**src/rtl/lsu_mem_access_if.sv**
```systemverilog
// Data-memory bus between the LSU and data memory.
// master: req/addr/wen/wdata out, ready/rdata in; slave: the reverse.
interface lsu_mem_access_if #(
  parameter int DATA_W = 32,
  parameter int ADDR_W = 32
);
  logic              dm_req;
  logic [ADDR_W-1:0] dm_addr;
  logic [3:0]        dm_wen;
  logic [DATA_W-1:0] dm_wdata;
  logic              dm_ready;
  logic [DATA_W-1:0] dm_rdata;

  modport master (
    output dm_req, dm_addr, dm_wen, dm_wdata,
    input  dm_ready, dm_rdata
  );

  modport slave (
    input  dm_req, dm_addr, dm_wen, dm_wdata,
    output dm_ready, dm_rdata
  );
endinterface

```
**src/rtl/lsu_mem_access.sv**
```systemverilog
// Load/store unit at EXE->MEM: blocking req/ready access, lanes, load extension.
// Ports: clk, rst (sync active-low), enable/opcode/funct3/addr/store_data in,
// dm (memory bus master), load_data/done/stall/misalign out.
// Optional: define LSU_MISALIGN_TRAP_EN to fault misaligned half/word accesses.
module lsu_mem_access #(
  parameter int DATA_W = 32,
  parameter int ADDR_W = 32
) (
  input  logic              clk,
  input  logic              rst,
  input  logic              enable,
  input  logic [6:0]        opcode,
  input  logic [2:0]        funct3,
  input  logic [ADDR_W-1:0] addr,
  input  logic [DATA_W-1:0] store_data,
  lsu_mem_access_if.master  dm,
  output logic [DATA_W-1:0] load_data,
  output logic              done,
  output logic              stall,
  output logic              misalign
);

  typedef enum logic [1:0] {
    IDLE,
    REQ,
    DONE
  } state_t;

  state_t state;

  logic       is_ld;
  logic       is_st;
  logic       start;
  logic       ok_c;
  logic       mis_c;
  logic [3:0] wen_c;
  logic [DATA_W-1:0] wdata_c;

  logic       ld_q;
  logic [2:0] f3_q;
  logic [1:0] o_q;
  logic [7:0] rb;
  logic [15:0] rh;
  logic [DATA_W-1:0] ld_ext;

  assign is_ld = (opcode == 7'b0000011);
  assign is_st = (opcode == 7'b0100011);
  assign start = enable & (is_ld | is_st) & (state == IDLE);
  assign stall = start | (state == REQ);

  // Loads allow 000/001/010/100/101, stores 000/001/010.
  assign ok_c = is_ld ? (funct3 != 3'b011) && (funct3[2:1] != 2'b11)
                      : (funct3[2] == 1'b0) && (funct3[1:0] != 2'b11);

`ifdef LSU_MISALIGN_TRAP_EN
  assign mis_c = ((funct3[1:0] == 2'b01) & addr[0])
               | ((funct3[1:0] == 2'b10) & (|addr[1:0]));
`else
  assign mis_c = 1'b0;
`endif

  always_comb begin
    wen_c   = 4'b0000;
    wdata_c = '0;
    if (is_st) begin
      unique case (1'b1)
        (funct3[1:0] == 2'b00): begin
          wen_c   = 4'b0001 << addr[1:0];
          wdata_c = {4{store_data[7:0]}};
        end
        (funct3[1:0] == 2'b01): begin
          wen_c   = 4'b0011 << {addr[1], 1'b0};
          wdata_c = {2{store_data[15:0]}};
        end
        (funct3[1:0] == 2'b10): begin
          wen_c   = 4'b1111;
          wdata_c = store_data;
        end
        default: ;
      endcase
    end
  end

  always_comb begin
    rb = dm.dm_rdata[7:0];
    unique case (o_q)
      2'd0: rb = dm.dm_rdata[7:0];
      2'd1: rb = dm.dm_rdata[15:8];
      2'd2: rb = dm.dm_rdata[23:16];
      2'd3: rb = dm.dm_rdata[31:24];
      default: ;
    endcase
    rh = o_q[1] ? dm.dm_rdata[31:16] : dm.dm_rdata[15:0];
  end

  always_comb begin
    ld_ext = '0;
    if (ld_q) begin
      unique case (1'b1)
        (f3_q == 3'b000): ld_ext = {{(DATA_W-8){rb[7]}}, rb};
        (f3_q == 3'b001): ld_ext = {{(DATA_W-16){rh[15]}}, rh};
        (f3_q == 3'b010): ld_ext = dm.dm_rdata;
        (f3_q == 3'b100): ld_ext = {{(DATA_W-8){1'b0}}, rb};
        (f3_q == 3'b101): ld_ext = {{(DATA_W-16){1'b0}}, rh};
        default: ld_ext = '0;
      endcase
    end
  end

  always_ff @(posedge clk) begin
    if (!rst) begin
      state       <= IDLE;
      dm.dm_req   <= 1'b0;
      dm.dm_addr  <= '0;
      dm.dm_wen   <= 4'b0000;
      dm.dm_wdata <= '0;
      load_data   <= '0;
      done        <= 1'b0;
      ld_q        <= 1'b0;
      f3_q        <= 3'b000;
      o_q         <= 2'b00;
`ifdef LSU_MISALIGN_TRAP_EN
      misalign    <= 1'b0;
`endif
    end else begin
      done <= 1'b0;
`ifdef LSU_MISALIGN_TRAP_EN
      misalign <= 1'b0;
`endif
      unique case (state)
        IDLE: begin
          if (start) begin
            if (!ok_c || mis_c) begin
              // Rejected access: complete without touching memory.
              state     <= DONE;
              done      <= 1'b1;
              load_data <= '0;
`ifdef LSU_MISALIGN_TRAP_EN
              misalign  <= ok_c & mis_c;
`endif
            end else begin
              state       <= REQ;
              dm.dm_req   <= 1'b1;
              dm.dm_addr  <= {addr[ADDR_W-1:2], 2'b00};
              dm.dm_wen   <= wen_c;
              dm.dm_wdata <= wdata_c;
              ld_q        <= is_ld;
              f3_q        <= funct3;
              o_q         <= addr[1:0];
            end
          end
        end
        REQ: begin
          if (dm.dm_ready) begin
            state     <= DONE;
            dm.dm_req <= 1'b0;
            dm.dm_wen <= 4'b0000;
            done      <= 1'b1;
            load_data <= ld_ext;
          end
        end
        DONE: begin
          state     <= IDLE;
          load_data <= '0;
        end
        default: state <= IDLE;
      endcase
    end
  end

`ifndef LSU_MISALIGN_TRAP_EN
  assign misalign = 1'b0;
`endif

endmodule
```
**src/flat_wrapper.sv**
```systemverilog
// flat-port wrapper written by rule: the top's interface ports become plain ports
module lsu_mem_access_flat 
#(
  parameter int DATA_W = 32,
  parameter int ADDR_W = 32
)
  (clk, rst, enable, opcode, funct3, addr, store_data, load_data, done, stall, misalign, dm_dm_req, dm_dm_addr, dm_dm_wen, dm_dm_wdata, dm_dm_ready, dm_dm_rdata);
  lsu_mem_access_if #(.DATA_W(DATA_W), .ADDR_W(ADDR_W)) dm_i ();
  input  logic clk;
  input  logic rst;
  input  logic enable;
  input  logic [6:0] opcode;
  input  logic [2:0] funct3;
  input  logic [ADDR_W-1:0] addr;
  input  logic [DATA_W-1:0] store_data;
  output logic [DATA_W-1:0] load_data;
  output logic done;
  output logic stall;
  output logic misalign;
  output wire logic [$bits(dm_i.dm_req)-1:0] dm_dm_req;
  output wire logic [$bits(dm_i.dm_addr)-1:0] dm_dm_addr;
  output wire logic [$bits(dm_i.dm_wen)-1:0] dm_dm_wen;
  output wire logic [$bits(dm_i.dm_wdata)-1:0] dm_dm_wdata;
  input wire logic [$bits(dm_i.dm_ready)-1:0] dm_dm_ready;
  input wire logic [$bits(dm_i.dm_rdata)-1:0] dm_dm_rdata;
  assign dm_dm_req = dm_i.dm_req;
  assign dm_dm_addr = dm_i.dm_addr;
  assign dm_dm_wen = dm_i.dm_wen;
  assign dm_dm_wdata = dm_i.dm_wdata;
  assign dm_i.dm_ready = dm_dm_ready;
  assign dm_i.dm_rdata = dm_dm_rdata;
  lsu_mem_access #(.DATA_W(DATA_W), .ADDR_W(ADDR_W)) u_core (.clk(clk), .rst(rst), .enable(enable), .opcode(opcode), .funct3(funct3), .addr(addr), .store_data(store_data), .dm(dm_i), .load_data(load_data), .done(done), .stall(stall), .misalign(misalign));
endmodule
```
**config.mk**
```make
export PLATFORM = sky130hd
export DESIGN_NAME = lsu_mem_access_flat
export DESIGN_NICKNAME = d
export VERILOG_FILES = /design/src/rtl/lsu_mem_access_if.sv /design/src/rtl/lsu_mem_access.sv /design/src/flat_wrapper.sv
export SDC_FILE = /design/constraint.sdc
export NUM_CORES = 1
export LEC_CHECK = 0
export ABC_CLOCK_PERIOD_IN_PS = 4900
export BUFFER_PORTS_ARGS = -buffer_cell sky130_fd_sc_hd__buf_2
export CAP_MARGIN = 15
export CORE_MARGIN = 4
export CORE_UTILIZATION = 25
export CTS_CLUSTER_DIAMETER = 60
export DETAILED_ROUTE_END_ITERATION = 8
export MAX_ROUTING_LAYER = met4
export PLACE_DENSITY = 0.46
export SLEW_MARGIN = 20
export SYNTH_ARGS = -nofsm -noshare
export SYNTH_HDL_FRONTEND = slang
export SYNTH_SLANG_ARGS = --single-unit
```
**constraint.sdc**
```tcl
create_clock -name clk -period 4.9 [get_ports clk]
set_clock_uncertainty 0.2 [all_clocks]
set_input_delay 0.245 -clock clk [delete_from_list [all_inputs] [get_ports clk]]
set_output_delay 0.245 -clock clk [all_outputs]
set_load 0.02 [all_outputs]
```
Yosys cells after proc, flatten, opt, wreduce, memory -nomap -nowiden
Cells that the tools add are included.
- $lt $le $gt $ge: 0
- divide/modulo/power cells: 0
- multipliers: 0
- eq/ne operators: 20
- add/subtract/negate cells: 0
- bitwise logic cells: 5
- mux-type cells: 29
- shifts and indexed selects: 2
- reductions and logical operators: 12
- operators by type and width (operator ; count):
    32-bit one-hot mux with 3 select lines ; 2
    32-bit two-way mux ; 5
    32-bit one-hot mux with 5 select lines ; 1
    8-bit one-hot mux with 4 select lines ; 1
    16-bit two-way mux ; 1
    4-bit two-way mux ; 4
    4-bit one-hot mux with 3 select lines ; 1
    2-bit equality test (second input constant) ; 4
    2-bit inequality test (second input constant) ; 4
    4-bit one-hot mux with 2 select lines ; 1
    4-bit AND reduction ; 2
    7-bit by 2-bit equality test with 1-bit output (second input constant) ; 1
    7-bit by 6-bit equality test with 1-bit output (second input constant) ; 1
    1-bit two-way mux ; 7
    2-bit by 1-bit equality test with 1-bit output (second input constant) ; 3
    3-bit equality test (second input constant) ; 2
    2-bit zero test ; 3
    2-bit two-way mux ; 3
    2-bit by 1-bit inequality test with 1-bit output (second input constant) ; 2
    1-bit one-hot mux with 2 select lines ; 2
    2-bit one-hot mux with 2 select lines ; 1
    1-bit by 2-bit left shift with 4-bit output (first input constant) ; 1
    2-bit by 2-bit left shift with 4-bit output (first input constant) ; 1
    3-bit by 1-bit equality test with 1-bit output (second input constant) ; 1
    other kinds (11) ; 14
- bits in writable memories: 0
- input bits: 110
- memory bits (read-only): 0
- latch bits: 0
- logic and storage cells: 78
- output and inout bits: 104
- memories kept: 0
- register bits: 108

Logic depth before layout (Yosys ltp)
Gate-level depths: netlist of the first run.
- depth in word-level cells: 6
- depth in mapped cells: 8
- mapped depth without buffers: 4

Worst setup path before layout of the first run
Ideal clock, no wire load.
- kind: input to output
- start: input port opcode[4]
- end: output port stall
- data required time: 4455 ps
- stages: 6
- buffers on the path: 2
- slack: 2830 ps
- data arrival time: 1625 ps
- cells stage by stage: or3b_4 > nor2_1 > buf_2 > buf_2 > nor2_1 > nor2_1
- word-level cells in the longest chain between the ends: 5
- elaborated cells between the ends (all ways): 6
- classes of those cells: 2 x eq/ne; 4 x bitwise
- ends and longest elaborated chain (what ; RTL line ; source):
    from (decl) ; flat_wrapper.sv:12 ; input logic [6:0] opcode;
    7-bit by 2-bit equality test with 1-bit output or 7-bit by 6-bit equality test with 1-bit output (tied branches) ; lsu_mem_access.sv:46, lsu_mem_access.sv:47 ;
    1-bit OR (*) ; lsu_mem_access.sv:48 ; assign start = enable & (is_ld | is_st) & (state == IDLE);
    1-bit bitwise AND (*) (2 in series) ; lsu_mem_access.sv:48 ;
    1-bit OR (*) ; lsu_mem_access.sv:49 ; assign stall = start | (state == REQ);
    to (decl) ; flat_wrapper.sv:18 ; output logic stall;
Mark *: on every way between the ends. The rest lies on a longest branch, timed or not.

Worst setup path in the final report of the first run
- start: register u_core.o_q[1]
- end: register u_core.load_data[7]
- word-level cells in the longest chain between the ends: 6
- elaborated cells between the ends (all ways): 10
- classes of those cells: 3 x eq/ne; 6 x mux; 1 x reduce/logical
- ends and longest elaborated chain (what ; RTL line ; source):
    from (decl) ; lsu_mem_access.sv:41 ; logic [1:0] o_q;
    from (signal assigned) ; lsu_mem_access.sv:149 ; o_q <= addr[1:0];
    2-bit equality test (tied with other cells) ; lsu_mem_access.sv:86 ; unique case (o_q)
    8-bit one-hot mux with 4 select lines ; lsu_mem_access.sv:86 ;
    32-bit one-hot mux with 5 select lines (*) ; lsu_mem_access.sv:99 ; unique case (1'b1)
    32-bit two-way mux (*) ; lsu_mem_access.sv:98 ; if (ld_q) begin
    32-bit two-way mux (*) ; lsu_mem_access.sv:154 ; if (dm.dm_ready) begin
    32-bit one-hot mux with 3 select lines (*) ; lsu_mem_access.sv:130 ; unique case (state)
    to (signal assigned) ; lsu_mem_access.sv:159 ; load_data <= ld_ext;
    to (decl) ; lsu_mem_access.sv:17 ; output logic [DATA_W-1:0] load_data,
Mark *: on every way between the ends. The rest lies on a longest branch, timed or not. The select of a mux whose other input is x is not followed.
A chain may end at the register's enable or synchronous reset.

==> results of run 1 <==
==> worst min-delay path, stage by stage <==
cell,delay [ns]
buf_2,0.11
a211oi_1,0.07
o2bb2ai_1,0.11
==> timing repair <==
item	4_1_cts	5_1_grt
setup buffers	0	0
hold buffers	46	0
resized for setup	0	0
endpoints found under the hold margin	46	0
==> through the flow <==
| step | cells | cell area (sq um) | hold slack [ns] |
|---|---|---|---|
| after floorplan | 609 | 5210 | 0.171 |
| after global routing | 1091 | 7180 | 0.0180 |
| final | 1091 | 7180 | 0.0167 |
| after CTS | 1091 | 7170 | 0.000364 |
| after detailed placement | 1029 | 6400 | 0.244 |
| after global placement | 1029 | 6400 | 0.245 |
==> cells in the final DEF (no fill, tap or decap), types with 3 or more instances in the layout <==
cell type      count
nand3_1           39
nand4_1           22
a211oi_1          16
dfxtp_1          108
o21ai_0           86
a221oi_1           3
nand2_1           15
o21ai_1            3
nor2_1            21
o2111ai_1          7
nand3b_1           9
nor3_2             3
nor2b_1            4
buf_4              7
clkbuf_16          9
dlygate4sd3_1     46
a22o_1             8
o22a_1             6
mux2i_1           33
nor3b_1            7
a32o_1             9
o2bb2ai_1         32
o22ai_1            3
inv_1              6
conb_1             3
buf_2            210
a21oi_1           73
==> layout make-up <==
class                      count  area, sq um
clock inverter                 5         60.1
inverter                       7         26.3
multi-input combinational    427         2770
sequential                   108         2160
tap                          270          338
clock buffer                  11          253
timing repair buffer         263         1560
fill                        2142        13200
==> logic make-up after synthesis <==
group	Yosys count	share of synthesized area [%]
and+or+nand+nor	138	15.2
buffers and inverters	74	5.80
other	1	0.0721
muxes	35	6.78
AOI/OAI and AO/OA	251	30.6
DFF	108	41.6
==> how the worst max path moves through the flow <==
stage / start / to / slack (ns)
6_report: u_core.o_q[1] / u_core.load_data[7] / 2.01
5_1_grt: u_core.o_q[1] / u_core.load_data[7] / 1.82
4_1_cts: u_core.o_q[1] / u_core.load_data[7] / 2.05
3_5_place_dp: u_core.o_q[1] / u_core.load_data[7] / 2.07
3_3_place_gp: u_core.o_q[1] / u_core.load_data[15] / 2.17
2_1_floorplan: opcode[4] / stall / 2.83
==> flip-flops by register name, summed over array words and instances, names as in the netlist <==
register            cells
u_core.dm.dm_wdata     32
u_core.load_data       32
u_core.dm.dm_addr      30
u_core.dm.dm_wen        4
u_core.f3_q             3
u_core.o_q              2
u_core.state            2
u_core.dm.dm_req        1
u_core.done             1
u_core.ld_q             1
==> routing by layer <==
layer / track usage [%] / up-vias
li1: - / 2703
met1: 23.7 / 2645
met2: 25.1 / 222
met3: 5.08 / 14
met4: 3.60 / 0
met5: - / -
==> power by group through the flow <==
stage	clock [mW]	combinational, mW	sequential [mW]
2_1_floorplan	0	0.0911	0.900
3_3_place_gp	0	0.179	0.899
3_5_place_dp	0	0.178	0.899
4_1_cts	0.801	0.207	0.878
5_1_grt	0.828	0.226	0.879
6_report	0.768	0.207	0.878
==> summary by stage, run 1 <==
Route
For this run, design rule violations remaining after detail routing come to 0. The routed design uses 1.43 mm of met3 wire. The post-detailed-route count of antenna-violating nets is 0. The uppermost layer routed is met4. The final layout contains routed wiring with a total length of 20.1 mm.

The pre-antenna-repair detailed-routing pass consisted of 5 iterations. After detailed routing, the average wire length per cell comes to 18.4 um. The detail-routed via count per cell is 5.12. In the final routing, the length of wire on met1 measures 9.58 mm. The routed layout has 5584 vias. Summed over all nets, wire length on met2 after detailed routing comes to 8.82 mm. The detailed router finished its first iteration with 308 violations.

Layout
The number of nets in the finished design is 926. The fraction of the core area covered by cells at the end of the flow is 35.2%. The share of post-route cells with drive strength above 1 is 30.5%.

The number of antenna diodes in the final layout is 0. The area growth from synthesis to final layout is 38.0%.

CTS
Clock latency on the worst-skew pair, taken at its later pin, is 0.35 ns. The clock tree buffer depth is 2. Clock-pin slew was measured on the worst setup and hold paths at 0.07 ns.

The total CTS buffers is 9. The cell at the root of the clock tree is clkbuf_16. The clock tree synthesis step divided the H-tree into 3 levels. The number of clock sinks seen by CTS is 108.

TritonCTS built the clock tree.

Run status
The run finished with clean final reports.

Power
In this run the power density over the cells is 258 nW/um^2. Of the total power, registers draw 47.4%. The design draws 1.85 mW.

The share of total power dissipated in combinational logic is 11.2%. The maximum ir drop on the vdd rail is 0.000159 V. The internal power contribution is 1.39 mW. The analysis attributes to cell leakage a power of 2.90 nW.

The power dissipated by switching net loads is 0.463 mW. The net switching share of the total power is 25.0%. The clock share of power is 41.5%.

Setup path
The critical path goes through nor2b_1 > a22o_1 > a221oi_1 > o2bb2ai_1. The critical path runs through a total of 4 cells. The top fanout value on the critical path is 25. The cell depth of the worst flop-to-flop path is 4.

The signal arrival time at the worst endpoint is 2.96 ns. The largest stage delay on the critical path is 0.88 ns. By startpoint and endpoint, the worst setup path is classified as flip-flop to flip-flop. In this run the critical register-to-register path is captured at u_core.load_data[7]. The startpoint type of the worst setup path is a flip-flop.

For flop-to-flop paths, the worst setup slack is 2.01 ns. At the worst endpoint, the required time is 4.97 ns. The number of buffers and inverters on the critical path is 0.

The family with the most delay on the worst path is compound AO/OA/AOI/OAI gates. The endpoint kind of the worst setup timing path is a flip-flop. The slowest cell on the critical path is a22o_1. The startpoint identified for the worst register-to-register timing path is u_core.o_q[1].

Yosys
After synthesis, the most frequently instantiated cells are 108 x dfxtp_1, 86 x o21ai_0, 73 x a21oi_1, 52 x clkbuf_1, 40 x nand3_1. The most common cell in the synthesized netlist is dfxtp_1. The top cell type's share of synthesized area is 41.6%. For this run, the register share of the synthesized area comes to 41.6%. Counting flops with an async set or reset pin after synthesis yields a share of 0%. After synthesis, the netlist uses 47 different library cells. The mean area per synthesized cell is 8.57 sq um. The flip-flop and latch count after synthesis is 108. The flip-flop cell with the highest count after synthesis is dfxtp_1. The Yosys step of the flow raised 0 warnings. The cell type with the highest aggregate area in the netlist is dfxtp_1. Counting flops with a built-in enable in the synthesized netlist gives 0. The post-synthesis cell area is 5200 sq um.

By area the synthesized netlist is led by dfxtp_1 42%, o21ai_0 8.3%, a21oi_1 7.0%. The number of instances in the synthesized netlist is 607.

Die
The core area is 20400 sq um. The die is 152 um tall. The number of top-level pins is 214. From left edge to right edge, the die measures 152 um.

The initialized floorplan defines 52 standard-cell rows. The area of the die is 23200 sq um. For this configuration, the core starts out at a cell density of 25.5%.

Timing
The share of the clock period used by the worst path after layout is 58.9%. The worst setup margin is 2.01 ns. Based on the critical path, the design can be clocked at up to 347 MHz. Counting I/O delays and the setup requirement, the final critical path takes 2.89 ns.

Headroom to the max-slew limit came out at 26.2%. The transition time at the pin with the least slew margin is 1.10 ns. Setup repair after global routing left no endpoint under its margin.

The number of setup violations in the final report is 0. The count of pins over their slew limit came to 0. In the final timing run, aggregate negative setup slack is 0 ns. The hold violation total from the final report is 0.

Place
The HPWL after detailed placement is 13.9 mm. The number of buffers added on ports is 210. Routability-driven placement finished with a final weighted congestion of 0.815. The worst setup timing slack at the placement stage is 2.07 ns.

Global routing
The largest net degree at the start of global routing is 63. The number of global-route vias before repair came to 5458. The number of antenna violations at the first check in global routing was 0. The aggregate global-route resource usage is 17.2%.

The first global-routing pass estimated 31.6 mm of wire. After global routing the overflow that remains totals 0.

Hold path
The hold-critical path depth is 3. The startpoint of the most critical hold path is dm_dm_rdata[22]. The min-delay analysis places its worst path in the category input pin to flip-flop. The worst min-delay path endpoint is u_core.load_data[22].

Flow run
Across the run, the number of max-cap violations was 0.
(Power assumes the default switching activity.)
==> run 2: changes to the inputs <==
ABC_AREA = 1   (was not set)
ABC_CLOCK_PERIOD_IN_PS = 2800   (was 4900)
PLACE_DENSITY = 0.45   (was 0.46)
clock period = 2.8 ns   (was 4.9 ns; I/O delays follow)
==> summary by stage, run 2 <==
Setup path
The startpoint type of the worst setup path is an input pin. The top fanout value on the critical path is 33. The worst setup path is of the input pin to flip-flop kind. At the worst endpoint, the required time is 2.85 ns. The signal arrival time at the worst endpoint is 2.40 ns. The endpoint kind of the worst setup timing path is a flip-flop.

Die
The floorplan step set the die width to 158 um. The number of cell rows is 54. The core region is 22000 sq um.

The height of the die is 158 um. The area of the die is 25100 sq um. The number of top-level pins is 214.

The effective utilization at floorplan is 25.6%.

Route
In the routed design, unresolved DRC markers number 0. Once detail routing completed, the nets flagged for antenna violations numbered 0. The detail-routed via count per cell is 4.63. The total via count after detailed routing is 6208.

The first-pass iteration count of the detailed router is 7. The detailed router finished its first iteration with 331 violations. After detailed routing, the average wire length per cell comes to 15.6 um.

Summed over all layers, the routed wires come to 20.9 mm.

Yosys
Among all cell types in the netlist, the one instantiated most often is nand2_1. The commonest cells after synthesis are 209 x nand2_1, 133 x a21oi_1, 108 x dfxtp_1, 66 x inv_1, 63 x nor2_1. Each instance of the synthesized netlist takes up on average 6.74 sq um. The async set or reset register ratio after synthesis is 0%.

The flip-flop and latch count after synthesis is 108. The number of flops mapped to enable cells by yosys is 0. Summing every instance area after synthesis gives 5650 sq um. The synthesized netlist contains 34 unique library cells. The part of the Yosys area used for sequential elements is 38.3%. The number of instances in the synthesized netlist is 838.

The top cell type's share of synthesized area is 38.3%. The warning count from the yosys run is 0. The largest total area in the synthesized netlist belongs to dfxtp_1. Among all flip-flop cells after synthesis, the most frequent one is dfxtp_1. Sorting the synthesized cells by area gives the leading types as dfxtp_1 38%, nand2_1 14%, a21oi_1 12%.

CTS
The depth of the CTS H-tree is 3. Gates resized during post-CTS repair numbered 0. TritonCTS built the clock tree. Clock-pin slew was measured on the worst setup and hold paths at 0.09 ns. Clock latency on the worst-skew pair, taken at its later pin, is 0.36 ns.

In this run, CTS created clock tree buffers numbering 9. The clock tree buffer depth is 2. The cts-stage hold buffer count is 45. The number of setup buffers added after CTS is 0.

CTS placed an instance of clkbuf_16 at the clock tree root. The number of clock sinks seen by CTS is 108.

Layout
The largest registers in the layout are u_core.dm.dm_wdata: 32 flops, u_core.load_data: 32 flops, u_core.dm.dm_addr: 30 flops. The final layout contains 1165 nets. The area taken by multi-input logic gates is 2840 sq um. The number of fillers in the final layout is 2477.

The count of placed standard cells in the final layout, fillers left out is 1342. The share of post-route cells with drive strength above 1 is 26.0%. The area growth from synthesis to final layout is 33.4%. The most common cell after layout, fill and taps aside is buf_2. The area of all placed cells without fillers is 7530 sq um.

Across the whole layout, storage elements account for 2160 sq um. Leaving out fill and tap cells, the most frequent cells in the layout are 210 x buf_2, 209 x nand2_1, 133 x a21oi_1.

Timing
The top achievable clock speed is 425 MHz. The count of pins over their slew limit was 0. The shortest period the worst path allows is 2.35 ns. The transition time at the pin with the least slew margin is 0.758 ns. The final-layout setup total negative slack is 0 ns. The hold violation total from the final report came to 0. Setup repair after global routing left no endpoint under its margin. The share of the clock period used by the worst path after layout is 84.1%. Headroom to the max-slew limit came out at 49.4%.

The number of setup violations in the final report is 0.

Place
The placed instance count is 1279. The HPWL after detailed placement is 15.1 mm. The instance area after placement is 6790 sq um. Port buffering added 210 buffers. The congestion estimate from routability-driven global placement came to 0.804.

Global routing
The number of global-route vias before repair came to 6003. The first global-routing pass estimated 32.0 mm of wire. In the global route stage, overall resource usage came out at 16.6%. The total overflow left after global routing is 0. The number of antenna violations at the first check in global routing is 2. Entering global routing, the biggest net connects 67 pins.

Power
The power per unit of standard cell area is 424 nW/um^2. The cell leakage power is 3.51 nW. The maximum ir drop on the vdd rail is 0.000241 V.

Run status
The run finished with clean final reports.

Hold path
The tightest min-delay check is of the input pin to flip-flop type.

Flow run
Across the run, the number of max-cap violations was 0.
-- run 2: changes by cell type in the layout (fill, tap and decap cells not counted), sizes merged, moves of 32 or more --
cell | before | now
a21oi | 73 | 139
inv | 7 | 76
mux2i | 33 | 0
nand2 | 15 | 220
nor2 | 22 | 72
o2bb2ai | 32 | 0
-- run 2: cell families (layout without fill, tap and decap cells) --
logic type	after synthesis	in the layout	synth area share, %
AND/OR/NAND/NOR	366	366	28.8
AO/OA/AOI/OAI	227	227	21.4
buffers and inverters	136	356	11.5
flip-flops	108	108	38.3
other	1	5	0.0664
-- run 2: path summary, 6_finish.rpt --
kind,from,end,slack (ns),cells past startpoint
worst max-delay path,funct3[1],u_core.load_data[1],0.45,12
worst min-delay path,store_data[18],u_core.dm.dm_wdata[18],0.02,5
worst max register to register,u_core.state[1],u_core.dm.dm_wdata[11],0.66,6
worst min register to register,u_core.load_data[24],u_core.load_data[24],0.26,2
-- run 2: layer usage --
metal | vias up | track usage (%) | share of wire, %
li1 | 3184 | - | -
met1 | 2838 | 20.4 | 44
met2 | 160 | 27.4 | 49
met3 | 26 | 3.81 | 5.7
met4 | 0 | 5.04 | 2.1
met5 | - | - | 0
-- run 2: power breakdown --
part / internal [mW] / switching [mW]
Sequential: 1.54 / 0.00280
Combinational: 0.151 / 0.212
Clock: 0.627 / 0.661
-- run 2: through the flow --
step,hold WS (ns),worst slack (ns),util (%),power (mW)
5_1_grt,0.0475,0.248,34.2,3.35
4_1_cts,0.00395,0.435,34.2,3.25
3_5_place_dp,0.189,0.595,30.8,1.89
2_1_floorplan,0.0877,1.19,-,1.75
6_report,0.0167,0.446,34.2,3.19
3_3_place_gp,0.183,0.628,30.8,1.89
-- run 2: area by class of cell --
class | count | area share (%)
antenna | 2 | 0.0664
clock buffer | 9 | 2.99
clock inverter | 7 | 0.864
inverter | 72 | 3.59
multi-input combinational | 596 | 37.8
sequential | 108 | 28.7
tap | 280 | 4.65
timing repair buffer | 268 | 21.4
-- run 2: worst max-delay path, stage by stage --
cell and delay, ns:
dlygate4sd3_1 0.55, buf_2 0.15, nand2_1 0.06, inv_1 0.06
or2_1 0.24, nand2_2 0.10, buf_4 0.24, nand2_4 0.24
nand2_8 0.29, inv_1 0.16, nor2_1 0.11, nor2_1 0.05
==> run 3: changes to the inputs <==
ABC_CLOCK_PERIOD_IN_PS = 2350   (was 2800)
clock period = 2.35 ns   (was 2.8 ns; I/O delays follow)
==> summary by stage, run 3 (synthesis results as in run 2) <==
Timing
For the finished layout, the period the worst path requires is 2.09 ns. For the final routed database, the setup TNS stands at 0 ns. The transition time at the pin with the least slew margin is 0.547 ns. Of the available clock period, the critical path in the final layout requires 88.8%. Setup violations remaining at the end of the flow were counted as 0. The headroom to the max-slew limit is 63.5%. Setup repair after global routing left no endpoint under its margin. Timing would allow up to 479 MHz.

On the final layout, the worst hold slack is 0.00753 ns. The hold violation total from the final report is 0. The count of pins over their slew limit is 0.

Setup path
The most critical setup path has its startpoint at funct3[1]. The reg-to-reg setup timing slack is 0.44 ns. By startpoint and endpoint, the worst setup path is classified as input pin to flip-flop.

The data required time at the worst endpoint is 2.44 ns. The signal arrival time at the worst endpoint is 2.18 ns. The source of the worst register-to-register timing path is u_core.state[1]. Walking the worst path, the cells encountered are dlygate4sd3_1 > buf_2 > nand2_1 > inv_1 > or2_1 > nand2_2 > buf_4 > a21oi_1 > nor3_1. The cell depth of the worst flop-to-flop path is 6. The most critical setup path has its endpoint at u_core.dm.dm_wdata[9]. The slowest stage of the critical path belongs to the cell dlygate4sd3_1.

The endpoint identified for the worst register-to-register timing path is u_core.dm.dm_wdata[9]. The worst setup path is captured at a flip-flop. The top fanout value on the critical path is 45. The startpoint type of the worst setup path is an input pin.

The largest stage delay on the critical path is 0.56 ns.

Place
The HPWL after detailed placement is 15.3 mm. The number of buffers added on ports is 210. The routability congestion estimate is 0.851.

Layout
The area taken by multi-input logic gates is 2840 sq um. The library cells used most frequently in the layout, excluding fill and tap cells, are 210 x buf_2, 209 x nand2_1, 133 x a21oi_1. The area growth from synthesis to final layout is 36.1%.

The most common cell after layout, fill and taps aside is buf_2. Counting the fill cells in the layout gives 2502. The sequential cell area is 2160 sq um. The number of nets in the finished design is 1178. In the final layout, the registers with the most flip-flops are u_core.dm.dm_wdata: 32 flops, u_core.load_data: 32 flops, u_core.dm.dm_addr: 30 flops. In the final layout, the share of cells above drive strength 1 is 26.5%.

CTS
The CTS tree is done. The number of setup buffers added after CTS is 0. CTS saw 108 sinks. The cts-stage hold buffer count is 50. In this run, post-CTS repair resized a total of 0 instances. The clock tree buffer depth is 2. The depth of the CTS H-tree is 3. The cell at the root of the clock tree is clkbuf_16. Clock latency on the worst-skew pair, taken at its later pin, is 0.35 ns. The total CTS buffers is 9.

The clock-pin slew on the worst setup and hold paths is 0.09 ns.

Die
The floorplan step defined a core boundary enclosing 22000 sq um. The floorplan step defined a die boundary enclosing 25100 sq um. The effective utilization at floorplan is 25.6%.

The chip width is 158 um. The floorplan has 54 rows. Pin placement for this block handled 214 I/O pins.

The height of the die is 158 um.

Power
For this design the static power due to leakage is 3.60 nW. The share of power burned in registers is 46.6%. The internal power contribution is 2.88 mW. The net switching share of the total power is 26.9%.

The power per unit of standard cell area is 513 nW/um^2. The final total power is 3.94 mW. The power dissipated by switching net loads is 1.06 mW.

The clock share of power is 42.0%. Of the total power, combinational logic draws 11.4%. The worst-case IR drop observed on VDD is 0.000354 V.

Flow run
The tool flagged a number of max-cap violations equal to 0.

Route
After detailed routing, the average wire length per cell comes to 15.5 um. Dividing the detail-routed via count by the number of cells gives 4.60. The post-detailed-routing wire length is 21.1 mm. The post-detailed-route count of antenna-violating nets is 0.

The first TritonRoute pass finished after 4 iterations. The number of design rule violations left after detail routing is 0. The total via count after detailed routing is 6239.

The number of design-rule violations left by the first detailed-router iteration is 371.

Global routing
The first global-routing pass estimated 32.2 mm of wire. Entering global routing, the biggest net connects 64 pins. The number of antenna violations at the first check in global routing is 4. The aggregate global-route resource usage is 16.7%. The number of global-route vias before repair is 5947.

The total congestion overflow after global routing is 0.

Run status
The flow ran to the end, and the final reports show no timing, DRC or antenna violations.

Hold path
The min-delay analysis places its worst path in the category input pin to flip-flop. The startpoint of the most critical hold path is store_data[19].
==> run 3: per-stage QoR <==
step / cell area, sq um / setup WS, ns / std cells / util (%)
after floorplan: 5650 / 0.736 / 840 / -
after global placement: 6860 / 0.470 / 1287 / 31.1
after detailed placement: 6860 / 0.460 / 1287 / 31.1
after CTS: 7670 / 0.302 / 1353 / 34.8
after global routing: 7680 / 0.116 / 1357 / 34.9
final: 7680 / 0.263 / 1357 / 34.9
==> run 3: how the worst min path moves through the flow <==
stage,endpoint,slack (ns),cells past startpoint
2_1_floorplan,u_core.dm.dm_addr[24],0.07,2
3_3_place_gp,u_core.dm.dm_addr[25],0.16,3
3_5_place_dp,u_core.dm.dm_addr[24],0.17,3
4_1_cts,u_core.dm.dm_wdata[19],0.0002,5
5_1_grt,u_core.dm.dm_wdata[19],0.03,5
6_report,u_core.dm.dm_wdata[19],0.008,5
==> run 3: worst max-delay path: cells and delay by family <==
| family | cells | cell delay [ns] |
|---|---|---|
| buffers and inverters | 4 | 1.27 |
| and+or+nand+nor | 4 | 0.63 |
| AOI/OAI and AO/OA | 1 | 0.14 |
==> run 3: cell type report <==
type	instances	area share, %
diodes	4	0.130
clock buffers	9	2.93
clock inverters	7	1.16
inverters	72	3.52
multi-input cells	596	37.0
flip-flops and latches	108	28.1
well taps	280	4.56
repair buffers	281	22.6
==> run 3: power groups by stage <==
stage               Sequential, mW  Clock, mW  Combinational (mW)
floorplan                     1.89          0               0.201
global placement              1.88          0               0.385
detailed placement            1.88          0               0.382
CTS                           1.84       1.73               0.450
global route                  1.84       1.78               0.497
finish                        1.84       1.66               0.448
==> run 3: routing by layer <==
layer  part of all wire (%)  wire length (um)  vias up  global-route usage, %
li1                       -                 -     3223                      -
met1                     44              9200     2820                   20.8
met2                     49             10300      171                   27.4
met3                    5.6              1180       25                   3.91
met4                    2.0               423        0                   4.67
met5                      0                 0        -                      -
